--- src/rtl/clock_meter_pkg.sv ---
// Shared types and default constants for the clock period meter.
package clock_meter_pkg;

  typedef enum logic {
    ARM     = 1'b0,
    MEASURE = 1'b1
  } state_t;

  localparam int          CNT_WIDTH_DEF  = 27;
  localparam int unsigned PERIOD_MIN_DEF = 99_990_000;
  localparam int unsigned PERIOD_MAX_DEF = 100_010_000;

`ifdef SIMULATION
  // Short period used by simulation builds in place of the 1 Hz divided clock.
  localparam int SIM_PERIOD = 10;
`endif

endpackage

--- src/rtl/sync_edge_detect.sv ---
// Synchronizes the slow asynchronous input into the 100 MHz domain and
// flags its rising and falling edges for one cycle each.
module sync_edge_detect #(
  parameter int SYNC_STAGES = 2
) (
  input  logic Clock_100MHz,
  input  logic Clear,
  input  logic Clock_in,
  output logic rise,
  output logic fall
);

  logic [SYNC_STAGES-1:0] sync_q;
  logic                   p;
  logic                   s;

  always_ff @(posedge Clock_100MHz) begin
    if (Clear) begin
      sync_q <= '0;
      p      <= 1'b0;
    end else begin
      sync_q <= {sync_q[SYNC_STAGES-2:0], Clock_in};
      p      <= sync_q[SYNC_STAGES-1];
    end
  end

  assign s    = sync_q[SYNC_STAGES-1];
  assign rise = s & ~p;
  assign fall = ~s & p;

endmodule

--- src/rtl/clock_period_meter.sv ---
// Measures period and high time of a slow asynchronous clock in Clock_100MHz
// cycles and hands each result to a consumer over a valid/ready port.
module clock_period_meter
  import clock_meter_pkg::*;
#(
  parameter int          CNT_WIDTH   = CNT_WIDTH_DEF,
  parameter int          SYNC_STAGES = 2,
  parameter int unsigned PERIOD_MIN  = PERIOD_MIN_DEF,
  parameter int unsigned PERIOD_MAX  = PERIOD_MAX_DEF
) (
  input  logic                 Clock_100MHz,
  input  logic                 Clear,
  input  logic                 Clock_in,
  output logic [CNT_WIDTH-1:0] Period,
  output logic [CNT_WIDTH-1:0] High_time,
  output logic                 In_range,
  output logic                 Valid,
  input  logic                 Ready,
  output logic                 Timeout,
  output logic                 Overrun,
  output logic                 Fsm_state
);

  localparam logic [CNT_WIDTH-1:0] CNT_ONE = CNT_WIDTH'(1);

  state_t               state;
  logic [CNT_WIDTH-1:0] cnt;
  logic [CNT_WIDTH-1:0] hi;
  logic                 rise;
  logic                 fall;
  logic                 range_ok;

  sync_edge_detect #(
    .SYNC_STAGES(SYNC_STAGES)
  ) u_sync (
    .Clock_100MHz(Clock_100MHz),
    .Clear       (Clear),
    .Clock_in    (Clock_in),
    .rise        (rise),
    .fall        (fall)
  );

  assign range_ok  = (64'(cnt) >= 64'(PERIOD_MIN)) && (64'(cnt) <= 64'(PERIOD_MAX));
  assign Fsm_state = state;

  // Handshake: a result transfers on any cycle with Valid && Ready. While Valid
  // is high and not accepted, Period/High_time/In_range hold. A publish in an
  // accepting cycle reloads and keeps Valid; a publish into an unaccepted
  // result is dropped and raises the sticky Overrun.
  always_ff @(posedge Clock_100MHz) begin
    if (Clear) begin
      state     <= ARM;
      cnt       <= '0;
      hi        <= '0;
      Period    <= '0;
      High_time <= '0;
      In_range  <= 1'b0;
      Valid     <= 1'b0;
      Timeout   <= 1'b0;
      Overrun   <= 1'b0;
    end else begin
      if (Valid && Ready) Valid <= 1'b0;
      case (state)
        ARM: begin
          if (rise) begin
            cnt   <= CNT_ONE;
            hi    <= '0;
            state <= MEASURE;
          end
        end
        MEASURE: begin
          if (rise) begin
            if (!Valid || Ready) begin
              Period    <= cnt;
              High_time <= hi;
              In_range  <= range_ok;
              Valid     <= 1'b1;
            end else begin
              Overrun <= 1'b1;
            end
            cnt <= CNT_ONE;
            hi  <= '0;
          end else if (cnt == '1) begin
            // Saturated with no edge: give up and wait for a fresh arming rise.
            Timeout <= 1'b1;
            cnt     <= '0;
            hi      <= '0;
            state   <= ARM;
          end else begin
            cnt <= cnt + CNT_ONE;
            if (fall) hi <= cnt;
          end
        end
        default: state <= ARM;
      endcase
    end
  end

endmodule

--- config.mk ---
export PLATFORM = sky130hd
export DESIGN_NAME = clock_period_meter
export DESIGN_NICKNAME = d
export VERILOG_FILES = /design/src/rtl/clock_meter_pkg.sv /design/src/rtl/sync_edge_detect.sv /design/src/rtl/clock_period_meter.sv
export SDC_FILE = /design/constraint.sdc
export NUM_CORES = 1
export LEC_CHECK = 0
export ABC_AREA = 1
export BUFFER_PORTS_ARGS = -buffer_cell sky130_fd_sc_hd__buf_2
export CAP_MARGIN = 20
export CORE_ASPECT_RATIO = 0.8
export CORE_MARGIN = 10
export CORE_UTILIZATION = 35
export DETAILED_ROUTE_END_ITERATION = 10
export GPL_ROUTABILITY_DRIVEN = 0
export PLACE_DENSITY = 0.62
export SETUP_SLACK_MARGIN = 0.4
export SKIP_CTS_REPAIR_TIMING = 1
export SYNTH_ARGS = -nofsm -noshare
export SYNTH_HDL_FRONTEND = slang
export SYNTH_SLANG_ARGS = --single-unit
--- constraint.sdc ---
create_clock -name Clock_100MHz -period 4.05 [get_ports Clock_100MHz]
set_input_delay 0.6075 -clock Clock_100MHz [delete_from_list [all_inputs] [get_ports Clock_100MHz]]
set_output_delay 0.6075 -clock Clock_100MHz [all_outputs]
set_load 0.03 [all_outputs]
==> results by group <==
Die
  • Die X: about 160 um
  • Top Ports: 63
  • Rows: 39
  • Placeable Area: around 14000 um2
  • Die area: around 20000 um2
  • Initial Util: 0.361
  • Die height: about 130 um

STA
  • Worst slew margin: 0.374
  • Setup TNS: 0 ns
  • Maximum operating frequency: 0.417 GHz
  • Fin. Hold Viols: 0
  • Max Slew Vio Count: 0
  • RSZ-0062 raised after global routing: false
  • Tightest Pin Transition: roughly 0.94 ns
  • Final period utilization: 0.592
  • Min cycle time layout: approximately 2.4 ns
  • Count of final setup violators: 0
  • Clk_skew: 0.0108 ns

Yosys
  • Yosys cell types: 29
  • Synth Net Count: 747
  • Top-area cell type share of the netlist area: 0.446
  • Post-Synth Adder-Cell Area: 0.00480
  • Post-Synth XOR/XNOR Area: 0.00672
  • Proportion of synthesized area in mux cells: 0
  • Post-synthesis cell count: 741
  • Area leader, netlist: dfxtp_1
  • Simple-gate share of the synthesized area: 0.262
  • Register area share after synthesis: 0.446
  • Combinational family with the most area after synthesis: simple AND/OR/NAND/NOR gates
  • Synth warnings: 0
  • Seq cells post-synth: 116
  • Mapped Area: between 5000 and 6000 um2
  • Syn_area_per_cell: roughly 7.0 um2
  • Complex-gate fraction of the synthesized area: 0.179
  • Largest cells by area after synthesis: dfxtp_1 (45%), nand2_1 (12%), a21oi_1 (8.6%), nor2_1 (6.6%), o21ai_0 (6.3%)

Clock network
  • H-tree depth: 4
  • Later-pin clock latency in the skew report: 0.42 ns
  • CTS Root Cell: clkbuf_16
  • Num CTS Buffers: 17
  • Clock slew at reported path FFs: 0.05 ns
  • CTS tree: done
  • CTS max path bufs: 2
  • Clock Sinks: about 120

Final layout
  • Diode count: 0
  • Most frequent cells in the layout: nand2_1 (163), dfxtp_1 (116), nor2_1 (91)
  • Area growth from synthesis to layout: 17.9%
  • Core Util, Final: 0.425
  • Multi-input logic area: 2360 um2
  • Fill cells: approximately 1500
  • Commonest non-fill, non-tap cell in the layout: nand2_1
  • Storage cell area: ~2300 um2
  • Final Instance Count excl. Fillers: approximately 1000
  • Layout cells sized above 1: 0.160
  • Nets: between 700 and 800

Worst setup path
  • Setup crit end kind: flip-flop
  • R2r startpoint: cnt[0]$_SDFFE_PP0P_
  • CP Cell Sequence: ha_1 > nand2_1 > nor2_4 > nand2_4 > nor2_8 > nand3_4 > nand2_4 > inv_2 > nand3_1 > a21oi_1
  • Max incr delay on CP: 0.69 ns
  • Crit-path max FO: between 40 and 50
  • Most used cell, CP: nand2_4
  • WS Path Type: reg2reg
  • Worst r2r path cells: 10
  • Element type at the critical path start: flip-flop
  • Flop-to-flop setup slack: approximately 1.7 ns
  • WP data arrival: around 2.7 ns
  • Slowest CP cell: inv_2
  • R2r endpoint: cnt[20]$_SDFFE_PP0P_
  • CP Data Required Time: around 4.4 ns

Drt
  • Initial DRC count: 450
  • Detailed-route via count: about 4800
  • Drt first pass iters: 5
  • Drc violations: 0
  • DRT antenna net count: 0
  • Vias per cell: slightly below 5
  • WL/cell: 14.7 um
  • Detailed Route WL: between 10000 and 15000 um

Hold path
  • Hold path depth: 3
  • Hold_sp: Clock_in
  • Worst Hold Class: in2reg
  • Hold Path End: u_sync.sync_q[0]$_SDFF_PP0_

Global route
  • Total Routing Usage GR: 0.145
  • Antenna violations before repair: 0
  • Vias in the first global route: approximately 4400
  • Global-route wire length before repair: between 20000 and 25000 um
  • Global route total overflow: 0
  • Pin count of the biggest net entering global routing: between 50 and 60

Status
  • Status: completed

Place
  • IO buf count: 62
  • Detail Placement HPWL: 9810 um
  • Cells after DPL: around 950

Power
  • PwrDens: about 460 nW/um2
  • Max VDD drop: 318 uV
  • Pleak: about 2.7 nW

Flow run
  • MaxCap Viol Count: 0
-- power breakdown --
part	switching [W]	total (W)	internal, W
logic	0.000118	0.000167	0.0000490
registers	0.0000120	0.00119	0.00117
clock network	0.000530	0.00145	0.000924
total	0.000661	0.00281	0.00215
-- layout make-up --
cell class,instances,area share
clock buffer,20,0.0743
timing repair buffer,68,0.0599
tap,184,0.0375
clock inverter,9,0.0175
inverter,79,0.0483
sequential,116,0.378
multi-input combinational,502,0.385
-- state kept, by name (all words and copies together), names as in the netlist, 2 cells and up --
register	count
hi	27
cnt	27
u_sync.sync_q	2
Period	27
High_time	27
-- stage by stage --
| stage | setup WS (ns) | total power (W) | instance area [um2] | hold WS [ns] |
|---|---|---|---|---|
| 3_3_place_gp | 1.53 | 0.00137 | 5560 | 0.397 |
| 5_1_grt | 1.49 | 0.00291 | 6140 | 0.409 |
| 6_report | 1.65 | 0.00281 | 6140 | 0.392 |
| 3_5_place_dp | 1.42 | 0.00138 | 5560 | 0.394 |
| 4_1_cts | 1.43 | 0.00283 | 6120 | 0.382 |
| 2_1_floorplan | 2.26 | 0.00134 | 5210 | 0.388 |
-- synthesized netlist by cell type, drive strengths merged --
master and n:
and2 2, a21boi 1, nor3 8, nor2 97
o211ai 1, clkbuf 21, xor2 4, nand4 7
ha 2, o21ai 66, a31oi 2, dfxtp 116
a21oi 102, nor4 1, inv 79, nand2 169
buf 23, nand3 38, o2111ai 2
-- per-layer routing --
metal,vias up,GRT usage,routed length (um)
li1,2460,-,-
met1,2111,0.214,7590
met2,163,0.192,5460
met3,18,0.0437,1200
met4,0,0.0543,173
met5,-,0,0
-- worst max path at each step --
stage                         from                    to
6_report       cnt[0]$_SDFFE_PP0P_  cnt[20]$_SDFFE_PP0P_
3_5_place_dp   cnt[0]$_SDFFE_PP0P_    hi[9]$_SDFFE_PP0P_
2_1_floorplan  cnt[0]$_SDFFE_PP0P_   hi[16]$_SDFFE_PP0P_
5_1_grt        cnt[0]$_SDFFE_PP0P_  cnt[20]$_SDFFE_PP0P_
4_1_cts        cnt[0]$_SDFFE_PP0P_   hi[10]$_SDFFE_PP0P_
3_3_place_gp   cnt[0]$_SDFFE_PP0P_    hi[0]$_SDFFE_PP0P_
-- worst max-delay path, delay by kind of cell, from the launching register on --
kind / cells / cell delay (ns)
flops: 1 / 0.39
fa+ha+maj: 1 / 0.27
buf+inv: 1 / 0.69
compound gates: 1 / 0.20
simple gates: 7 / 0.77
-- cell families after synthesis --
logic type | count (synthesis)
flops | 116
buf+inv | 123
fa+ha+maj | 2
simple gates | 322
compound gates | 174
xor+xnor | 4
Note: power is estimated with default switching activity, not from simulation.
